$ cat src/rtl/fastclkdiv_seq.sv
// Sequencer for a single fastclkdiv down-counter. It runs the divider for a
// burst of N periods, or free-running when N is 0. A shadowed period register
// takes effect only at a reload, so the running period is never cut short.
module fastclkdiv_seq #(
    parameter int unsigned NBITS        = 9,
    parameter int unsigned NCNT_BITS    = 16,
    parameter int unsigned ZERO_HOLDOFF = 0
) (
    input  logic                 i_clk,
    input  logic                 i_rst,
    input  logic                 i_start,
    input  logic                 i_stop,
    input  logic [NCNT_BITS-1:0] i_nperiods,
    input  logic [NBITS-1:0]     i_period,
    input  logic                 i_period_wr,
    output logic                 o_div_en,
    output logic                 o_div_load,
    output logic [NBITS-1:0]     o_div_load_q,
    input  logic                 i_div_zero,
    output logic                 o_busy,
    output logic                 o_tick,
    output logic                 o_done,
    output logic [NCNT_BITS-1:0] o_periods_left
);

    typedef enum logic [1:0] {
        StIdle,
        StArm,
        StRun
    } state_e;

    localparam logic [2:0]           HoldoffInit = 3'(ZERO_HOLDOFF);
    localparam logic [NCNT_BITS-1:0] CntOne      = NCNT_BITS'(1);

    state_e                 state_q;
    logic [NBITS-1:0]       active_q;
    logic [NBITS-1:0]       shadow_q;
    logic                   pending_q;
    logic [NCNT_BITS-1:0]   left_q;
    logic                   finite_q;
    logic [2:0]             holdoff_q;
    logic                   tick_q;
    logic                   done_q;

    logic                   zero_ev;
    logic                   last_zero;
    logic                   load;

    // Zero events are masked while the divider may still show a stale zero after a load.
    always_comb begin
        zero_ev   = (state_q == StRun) && i_div_zero && (holdoff_q == 3'd0);
        last_zero = zero_ev && finite_q && (left_q == CntOne);
        // Reload on every non-final zero; stop (and reset) suppress any load.
        load      = !i_rst && !i_stop &&
                    ((state_q == StArm) || (zero_ev && !last_zero));
    end

    // Main FSM with its registered tick/done pulses and burst bookkeeping.
    always_ff @(posedge i_clk) begin
        if (i_rst) begin
            state_q   <= StIdle;
            left_q    <= '0;
            finite_q  <= 1'b0;
            holdoff_q <= 3'd0;
            tick_q    <= 1'b0;
            done_q    <= 1'b0;
        end else begin
            tick_q <= 1'b0;
            done_q <= 1'b0;
            unique case (state_q)
                StIdle: begin
                    if (i_start && !i_stop) begin
                        left_q   <= i_nperiods;
                        finite_q <= (i_nperiods != '0);
                        state_q  <= StArm;
                    end
                end
                StArm: begin
                    if (i_stop) begin
                        left_q  <= '0;
                        state_q <= StIdle;
                    end else begin
                        holdoff_q <= HoldoffInit;
                        state_q   <= StRun;
                    end
                end
                StRun: begin
                    if (i_stop) begin
                        left_q  <= '0;
                        state_q <= StIdle;
                    end else if (zero_ev) begin
                        tick_q <= 1'b1;
                        if (finite_q) begin
                            left_q <= left_q - CntOne;
                        end
                        if (last_zero) begin
                            done_q  <= 1'b1;
                            state_q <= StIdle;
                        end else begin
                            holdoff_q <= HoldoffInit;
                        end
                    end else if (holdoff_q != 3'd0) begin
                        holdoff_q <= holdoff_q - 3'd1;
                    end
                end
                default: state_q <= StIdle;
            endcase
        end
    end

    // Period registers: a write while busy is shadowed until the next reload.
    always_ff @(posedge i_clk) begin
        if (i_rst) begin
            active_q  <= '0;
            shadow_q  <= '0;
            pending_q <= 1'b0;
        end else begin
            // Reload consumes the old shadow first; a same-cycle write re-arms pending.
            if (load && pending_q) begin
                active_q  <= shadow_q;
                pending_q <= 1'b0;
            end
            if (i_period_wr) begin
                if (state_q == StIdle) begin
                    active_q  <= i_period;
                    pending_q <= 1'b0;
                end else begin
                    shadow_q  <= i_period;
                    pending_q <= 1'b1;
                end
            end
        end
    end

    // Output decode.
    always_comb begin
        o_div_en       = (state_q == StRun);
        o_div_load     = load;
        o_div_load_q   = pending_q ? shadow_q : active_q;
        o_busy         = (state_q != StIdle);
        o_tick         = tick_q;
        o_done         = done_q;
        o_periods_left = left_q;
    end

endmodule

$ cat config.mk
export PLATFORM = sky130hd
export DESIGN_NAME = fastclkdiv_seq
export DESIGN_NICKNAME = d
export VERILOG_FILES = /design/src/rtl/fastclkdiv_seq.sv
export SDC_FILE = /design/constraint.sdc
export NUM_CORES = 1
export LEC_CHECK = 0
export ABC_AREA = 0
export BUFFER_PORTS_ARGS = -buffer_cell sky130_fd_sc_hd__buf_2
export CAP_MARGIN = 20
export CORE_MARGIN = 10
export CORE_UTILIZATION = 57
export DETAILED_ROUTE_END_ITERATION = 12
export GPL_TIMING_DRIVEN = 0
export PLACE_DENSITY = 0.85
export SLEW_MARGIN = 20
export SYNTH_ARGS = -nofsm -noshare
export SYNTH_HDL_FRONTEND = slang
export SYNTH_SLANG_ARGS = --single-unit
$ cat constraint.sdc
create_clock -name i_clk -period 4.8 [get_ports i_clk]
set_input_delay 0.24 -clock i_clk [delete_from_list [all_inputs] [get_ports i_clk]]
set_output_delay 0.24 -clock i_clk [all_outputs]
set_load 0.05 [all_outputs]
==> results by stage, run 1 <==
Run status:
- The flow ran to the end, and the final reports show no timing, DRC or antenna violations.

STA:
- The max-slew violation total from the final report is 0.
- The part of the cycle the worst path needs is 49.4%.
- Adding up every negative setup slack in the final design gives 0 ps.
- The top achievable clock speed is 422 MHz.
- The setup violation total in the final timing report is 0.
- The worst setup margin is 2430 ps.
- Setup repair after global routing left no endpoint under its margin.
- The maximum clock skew at final layout is 6.62 ps.
- The total count of hold-check failures in the final report is 0.
- Measured against its own limit, the worst slew margin works out to 44.1%.
- The final period demand of the worst path is 2370 ps.
- At the pin with the least slew margin, the transition time is 832 ps.
- On the final layout, the worst hold slack is 186 ps.

Clock tree:
- For this design, the CTS-stage hold fixing added 0 buffers.
- The clock sink count is 43.
- TritonCTS built the clock tree.
- Clock-pin slew was measured on the worst setup and hold paths at 80 ps.
- The setup fix buffers added after clock tree synthesis is 0.
- The largest buffer count on any clock path is 2.
- The CTS buffer count is 5.
- The maximum level of the CTS H-tree is 2.
- The tree is rooted in a sky130_fd_sc_hd__clkbuf_8.
- The count of instances resized after the clock tree is built is 0.
- The clock latency at the later pin of the worst-skew pair is 300 ps.

Drt:
- The ratio of routed vias to standard cells is 6.05.
- Dividing the detail-routed wire length by the instance count gives 16.8 um.
- After detailed routing, the number of remaining DRC violations is 0.
- The overall via count from detail_route is 2597.
- The wire length reported by the detailed router is 7220 um.
- The first routing iteration left 213 violations.
- Once detail routing completed, the nets flagged for antenna violations numbered 0.
- Before antenna repair, the detailed router went through 5 iterations.

Synth:
- The share of flip-flops with an asynchronous set or reset is 0%.
- The Yosys step of the flow raised 0 warnings.
- The register bit count reported by yosys is 43.
- The count of flip-flops with a built-in enable after synthesis is 0.
- The main flop type after synthesis is sky130_fd_sc_hd__dfxtp_1.
- The share of the synthesized area in the top cell type is 35.1%.
- By area the synthesized netlist is led by sky130_fd_sc_hd__dfxtp_1 (35%), sky130_fd_sc_hd__a21oi_1 (6.7%), sky130_fd_sc_hd__nand2_1 (5.5%), sky130_fd_sc_hd__nor2_1 (4.7%), sky130_fd_sc_hd__mux2i_1 (4.5%).
- After technology mapping, the gate count stands at 313.
- The synthesized area per cell is 7.84 um2.
- The synthesized netlist occupies a cell area of 2450 um2.
- The synthesized netlist contains 44 unique library cells.
- When the netlist entered floorplanning its net count stood at 352.
- The share of the Yosys chip area taken by registers is 35.1%.
- The cell type with the largest total area after synthesis is sky130_fd_sc_hd__dfxtp_1.

Global route:
- The pin count of the biggest net entering global routing is 14.
- The initial antenna violation count was 0.
- The global-route wire length before repair is 11900 um.
- Global routing finished with a remaining overflow of 0.
- The via count of the first global-routing pass came to 2528.
- The overall global routing resource usage is 19.1%.

Layout:
- The number of antenna diodes in the final layout is 0.
- Leaving out fill and tap cells, the most frequent cell in the layout is sky130_fd_sc_hd__buf_2.
- Leaving out fill and tap cells, the most frequent cells in the layout are sky130_fd_sc_hd__buf_2 (62), sky130_fd_sc_hd__dfxtp_1 (43), sky130_fd_sc_hd__nand2_1 (36), sky130_fd_sc_hd__a21oi_1 (33), sky130_fd_sc_hd__nor2_1 (31).
- Cells fill 70.8% of the core in the end.
- The share of layout cells above drive strength 1 is 24.0%.
- The final layout contains 417 nets.
- The area added between synthesis and finish is 17.8%.
- The layout filler cell count is 346.

Setup path:
- The critical path launch point type is a register.
- The slowest stage of the critical path is the sky130_fd_sc_hd__or3_1 cell.
- The worst setup path is captured at an output pin.
- Of all nets on the critical path, the largest fanout is 8.
- The destination of the worst register-to-register timing path is o_periods_left[12].
- The kind of cell with the highest combined delay on the critical path is simple AND/OR/NAND/NOR gates.
- The destination of the critical timing path is o_div_load.
- The worst reg2reg path depth is 8.
- The reg-to-reg startpoint is o_periods_left[0].
- Data arrives at the worst endpoint at 2130 ps.
- The depth of the critical timing path with buffers and inverters included is 7.
- By startpoint and endpoint, the worst setup path is classified as register to output pin.
- At the worst endpoint, the required time is 4560 ps.
- The largest incremental delay on the critical path is 390 ps.
- Walking the worst path, the cells encountered are inv_1 -> ha_1 -> nand2b_2 -> or3_1 -> a21oi_2 -> or2_2 -> buf_2.
- Counting both buffers and inverters, the worst setup path holds a total of 2.
- The launch point of the critical path is state_q[0].
- Setup slack on the worst reg-to-reg path comes out at 2450 ps.

Floorplanning:
- The width of the chip is 85.6 um.
- The floorplan die area is 7330 um2.
- The area of the core region is 4090 um2.
- The I/O pin count is 61.
- The floorplan step set the die height to 85.6 um.
- The floorplan has 23 rows.
- The initial utilization of the core area, before any placement, comes to 60.1%.

Placement:
- Timing analysis after detailed placement gives a worst setup slack of 2560 ps.
- During placement, the flow inserted port buffers numbering 58.
- The final estimated routing congestion in global placement is 0.950.
- The HPWL after detailed placement is 5340 um.

Job:
- The number of max-cap violations is 0.

Power:
- The overall power is 1.22 mW.
- The static leakage is 1.33 nW.
- IR analysis of the VDD net gives a maximum drop of 0.272 mV.
- The power density over the cells is 420 nW/um2.

Hold path:
- The path class of the tightest hold or removal check is input port to register.
==> final cells by class <==
type	instances	area (um2)	area share, %
well taps	50	62.6	2.16
plain buffers	16	80.1	2.77
multi-input cells	233	1440	49.6
clock inverters	2	12.5	0.433
flip-flops and latches	43	861	29.8
inverters	21	78.8	2.72
clock buffers	6	72.6	2.51
repair buffers	58	290	10.0
==> synthesized netlist by cell type (all sizes together), types with 3 or more instances <==
library cell	number
a211oi	9
a21oi	34
a22oi	4
a31oi	3
buf	7
clkbuf	9
dfxtp	43
ha	8
inv	21
mux2	9
mux2i	11
nand2	37
nand2b	5
nand3	5
nor2	32
nor2b	7
nor3	13
nor4	7
o21ai	22
o22ai	7
o31ai	3
o32ai	3
or3	3
==> report_power, final <==
part	total [mW]	internal, mW	switching [mW]
clock network	0.229	0.102	0.127
logic	0.544	0.166	0.379
registers	0.443	0.399	0.0441
==> layer usage <==
| metal | share of wire, % | GRT usage (%) |
|---|---|---|
| met5 | 0 | 0 |
| met4 | 1.7 | 4.64 |
| met3 | 8.8 | 5.11 |
| met2 | 47 | 31.5 |
| met1 | 42 | 24.2 |
==> kinds of logic (layout without fill, tap and decap cells) <==
logic type | count (synthesis) | in the layout | share of synthesized area [%]
buf+inv | 37 | 103 | 6.47
mux | 20 | 20 | 8.61
compound gates | 89 | 89 | 21.9
fa+ha+maj | 8 | 8 | 4.08
simple gates | 116 | 116 | 23.9
flops | 43 | 43 | 35.1
==> state kept, by name, indices dropped and copies added (netlist names) <==
signal,cells
o_done,1
holdoff_q,3
pending_q,1
shadow_q,9
o_tick,1
o_periods_left,16
state_q,2
active_q,9
finite_q,1
==> worst register-to-register path, delay by kind of cell (launching register included) <==
family | cells | cell delay [ps]
compound gates | 2 | 490
flops | 1 | 380
buf+inv | 2 | 130
simple gates | 3 | 1130
fa+ha+maj | 1 | 160
==> worst min path at each step <==
stage                     start     endpoint  cells after the start
floorplan           i_period[0]  shadow_q[0]                      2
global placement    shadow_q[5]  shadow_q[5]                      2
detailed placement  shadow_q[7]  shadow_q[7]                      2
CTS                 i_period[8]  shadow_q[8]                      3
global route        i_period[2]  shadow_q[2]                      3
finish              i_period[8]  shadow_q[8]                      3
==> through the flow <==
stage	instance area, um2	instances
finish	2890	429
global route	2890	429
CTS	2890	429
detailed placement	2810	421
global placement	2810	421
floorplan	2450	313
Note: power is estimated with default switching activity, not from simulation.
==> run 2: changes to the inputs <==
Settings changed: CORE_UTILIZATION 57 to 48, PLACE_DENSITY 0.85 to 0.76.
Clock period 4.8 ns to 1.9 ns, I/O delays scaled along.
==> run 2 against run 1 <==
The flow now finishes with violations (setup timing). Flip-flop and latch count did not move. Hold slack got worse by 160 ps. Combinational power rose to 2.8 times the previous value. Sequential power rose to 2.6 times the previous value. Clock skew barely moved. Die area rose by 14%. Non-clock buffer count rose by 10. First-iteration DRC count rose by 5.6%. Count of clock-buffer cells in the layout did not move. Largest cell class unchanged. Clock power rose to 3.0 times the previous value.
==> results by stage, run 2 (synthesis results as in run 1) <==
Power:
- For this design the static power due to leakage is 1.43 nW.
- Per report_power, the clock group accounts for 20.6% of the total.
- The internal portion of total power is 1.88 mW.
- Combinational cells account for 45.4% of the total power.
- Sequential cells burn 34.0% of the power.
- VDD sags by at most 0.564 mV.
- The switching power summed over all nets is 1.48 mW.
- In this run switching power makes up 44.1% of total power.
- For this design the ratio of total power to cell area is 1040 nW/um2.

Clock tree:
- No sink is reached through more buffers than the 2 on the longest clock path.
- The number of hold-repair buffers added at the cts stage is 0.
- The clock latency at the later pin of the worst-skew pair is 310 ps.
- CTS saw 43 sinks.
- The H-tree generated during clock tree synthesis spans 2 levels.
- Clock-pin slew was measured on the worst setup and hold paths at 90 ps.
- In this run, CTS created clock tree buffers numbering 5.
- The tree is rooted in a sky130_fd_sc_hd__clkbuf_8.
- The clock tree from TritonCTS is built.

Placement:
- Summing all placed instances gives a cell area of 2860 um2.
- The final estimated routing congestion in global placement is 0.900.
- The HPWL after detailed placement is 5140 um.
- The number of placed instances, taps included, is 438.
- The setup slack after placement is -286 ps.
- The count of buffers added on input and output ports is 58.

STA:
- The pin slew with the least headroom to its limit is 603 ps.
- The total count of hold-check failures in the final report is 0.
- Setup slack on the critical path of the routed design comes to -35.1 ps.
- The max-slew violation total from the final report is 0.
- The tightest hold margin is 28.6 ps.
- The final period demand of the worst path is 1940 ps.
- The remaining max-slew budget at the tightest pin is 59.8%.
- Static timing analysis puts the maximum clock frequency at 517 MHz.
- Setup violations remaining at the end of the flow were counted as 1.
- The final critical path takes up 102% of the cycle.
- The maximum clock skew at final layout is 6.16 ps.
- Setup repair after global routing could not meet its margin everywhere.

Drt:
- After detailed routing, the number of remaining DRC violations is 0.
- The detailed router finished its first iteration with 225 violations.
- Detailed routing placed a total of 573 um of wire on met3.
- Wire segments on met2 add up to 3670 um in the final route.
- Wires add up to 7510 um.
- In the routed layout, each cell is associated on average with a via count of 5.69.
- The wire length the detailed router placed on met1 is 3130 um.
- After detailed routing, the average wire length per cell comes to 16.5 um.
- The overall via count from detail_route is 2594.
- The remaining antenna violation count after routing is 0.
- The highest metal layer used by the detailed router is met4.
- The first-pass iteration count of the detailed router is 5.

Setup path:
- Counting both buffers and inverters, the worst setup path holds a total of 2.
- The critical path runs through a total of 8 cells.
- The worst reg2reg path depth is 10.
- The worst setup path is captured at an output pin.
- The largest single stage delay on the critical path is 350 ps.
- The cell with the largest stage delay on the worst path is sky130_fd_sc_hd__or3_4.
- The signal on the critical path passes through inv_2 -> ha_4 -> ha_4 -> nand2_4 -> or3_4 -> a21oi_4 -> or2_4 -> buf_8.
- The start-to-end type of the worst setup path is register to output pin.
- The critical path required time is 1800 ps.
- The startpoint identified for the worst register-to-register timing path is holdoff_q[0].
- STA classifies the critical path startpoint as a register.
- The most critical setup path has its startpoint at holdoff_q[0].
- The kind of cell with the highest combined delay on the critical path is simple AND/OR/NAND/NOR gates.
- The library cell appearing most often on the critical path is sky130_fd_sc_hd__ha_4.
- The worst-path maximum fanout is 4.
- The reg2reg setup slack is 0 ps.
- The arrival time at the worst endpoint is 1840 ps.

Global route:
- The pin count of the biggest net entering global routing is 15.
- The initial antenna violation count is 0.
- The global-route wire length before repair is 11800 um.
- The overall global routing resource usage is 16.8%.
- The aggregate global routing overflow is 0.
- The via count of the first global-routing pass was 2456.

Layout:
- The final layout contains 427 nets.
- 0 antenna diodes ended up in the layout.
- The top cell types in the final layout, fill and taps aside, are sky130_fd_sc_hd__buf_2 (59), sky130_fd_sc_hd__dfxtp_1 (37), sky130_fd_sc_hd__nand2_1 (34), sky130_fd_sc_hd__nor2_1 (31), sky130_fd_sc_hd__a21oi_1 (31).
- The register with the most flip-flops in the layout has 16 of them.
- Of the cells placed in the final design, the portion with a size suffix greater than 1 is 35.0%.
- The count of placed standard cells in the final layout, fillers left out is 456.
- Leaving out fill and tap cells, the most frequent cell in the layout is sky130_fd_sc_hd__buf_2.
- Relative to the synthesized area, the layout overhead comes to 31.1%.
- With fillers left out, the area of the finished cells amounts to 3220 um2.

Hold path:
- Along the worst hold path, the cell count comes to 3.
- The beginning of the worst hold path is i_period[5].
- In this run the worst hold path is classified as input port to register.

Floorplanning:
- In this run the standard cell core region covers 4850 um2.
- The floorplan step defined a die boundary enclosing 8380 um2.
- The vertical extent of the die is 91.5 um.
- For this configuration, the core starts out at a cell density of 50.6%.
- The I/O pin count is 61.
- The width of the chip is 91.5 um.
- The initialized floorplan defines 25 standard-cell rows.

Run status:
- The flow ran to the end, but the final reports show violations.
- The final reports fail on setup timing.

Job:
- Across the run, the number of max-cap violations was 0.
## run 2: changes by cell type in the layout (fill, tap and decap cells not counted), moves of 3 or more
cell | before | now
sky130_fd_sc_hd__inv_1 | 21 | 17
sky130_fd_sc_hd__dfxtp_1 | 43 | 37
sky130_fd_sc_hd__buf_2 | 62 | 59
sky130_fd_sc_hd__ha_1 | 8 | 3
sky130_fd_sc_hd__inv_2 | 0 | 3
sky130_fd_sc_hd__clkbuf_2 | 0 | 3
sky130_fd_sc_hd__clkbuf_1 | 10 | 6
sky130_fd_sc_hd__ha_4 | 0 | 4
sky130_fd_sc_hd__dfxtp_2 | 0 | 4
sky130_fd_sc_hd__a211oi_1 | 9 | 5
sky130_fd_sc_hd__a211oi_2 | 0 | 4
sky130_fd_sc_hd__buf_4 | 0 | 9
## run 2: routing by layer
| metal | track usage [%] | up-vias |
|---|---|---|
| li1 | - | 1267 |
| met1 | 20.3 | 1207 |
| met2 | 27.4 | 106 |
| met3 | 4.77 | 14 |
| met4 | 6.40 | 0 |
| met5 | 0 | - |
## run 2: stage by stage
step,setup TNS (ps),util [%],power (mW)
detailed placement,-3100,59.0,2.49
CTS,-8.55,63.3,3.21
global placement,-2910,59.0,2.48
global route,-940,66.4,3.53
floorplan,0,-,2.16
finish,-35.1,66.4,3.36
## run 2: power by group through the flow
stage,combinational [mW],sequential (mW),clock (mW)
after detailed placement,1.35,1.14,0
final,1.52,1.14,0.690
after global placement,1.34,1.14,0
after floorplan,0.861,1.30,0
after global routing,1.64,1.15,0.731
after CTS,1.39,1.13,0.685
## run 2: worst paths after layout
check | to
hold / removal | shadow_q[5]
setup / recovery | o_div_load
setup reg to reg | active_q[3]
hold reg to reg | shadow_q[4]
## run 2: final cells by class
type,instances,area [um2]
flip-flops and latches,43,873
well taps,67,83.8
fillers,415,1630
repair buffers,68,379
inverters,21,81.3
clock buffers,6,93.8
clock inverters,2,13.8
plain buffers,16,92.6
multi-input cells,233,1600
## run 2: repair_timing
action                     CTS  global route
gates resized for setup     23            30
hold endpoints to repair     0             0
pin swaps                    8            12
buffers inserted             2             7
setup endpoints to repair   25            33
gates cloned                 0             1
## run 2: worst reg2reg max path, stage by stage (launching register included)
cell                       delay, ps
sky130_fd_sc_hd__dfxtp_2         330
sky130_fd_sc_hd__inv_2            70
sky130_fd_sc_hd__ha_4            140
sky130_fd_sc_hd__ha_4            150
sky130_fd_sc_hd__nand2_4          60
sky130_fd_sc_hd__or3_4           350
sky130_fd_sc_hd__a21oi_4         140
sky130_fd_sc_hd__o21ai_2         100
sky130_fd_sc_hd__buf_6           140
sky130_fd_sc_hd__mux2i_2         190
sky130_fd_sc_hd__a211oi_2         80
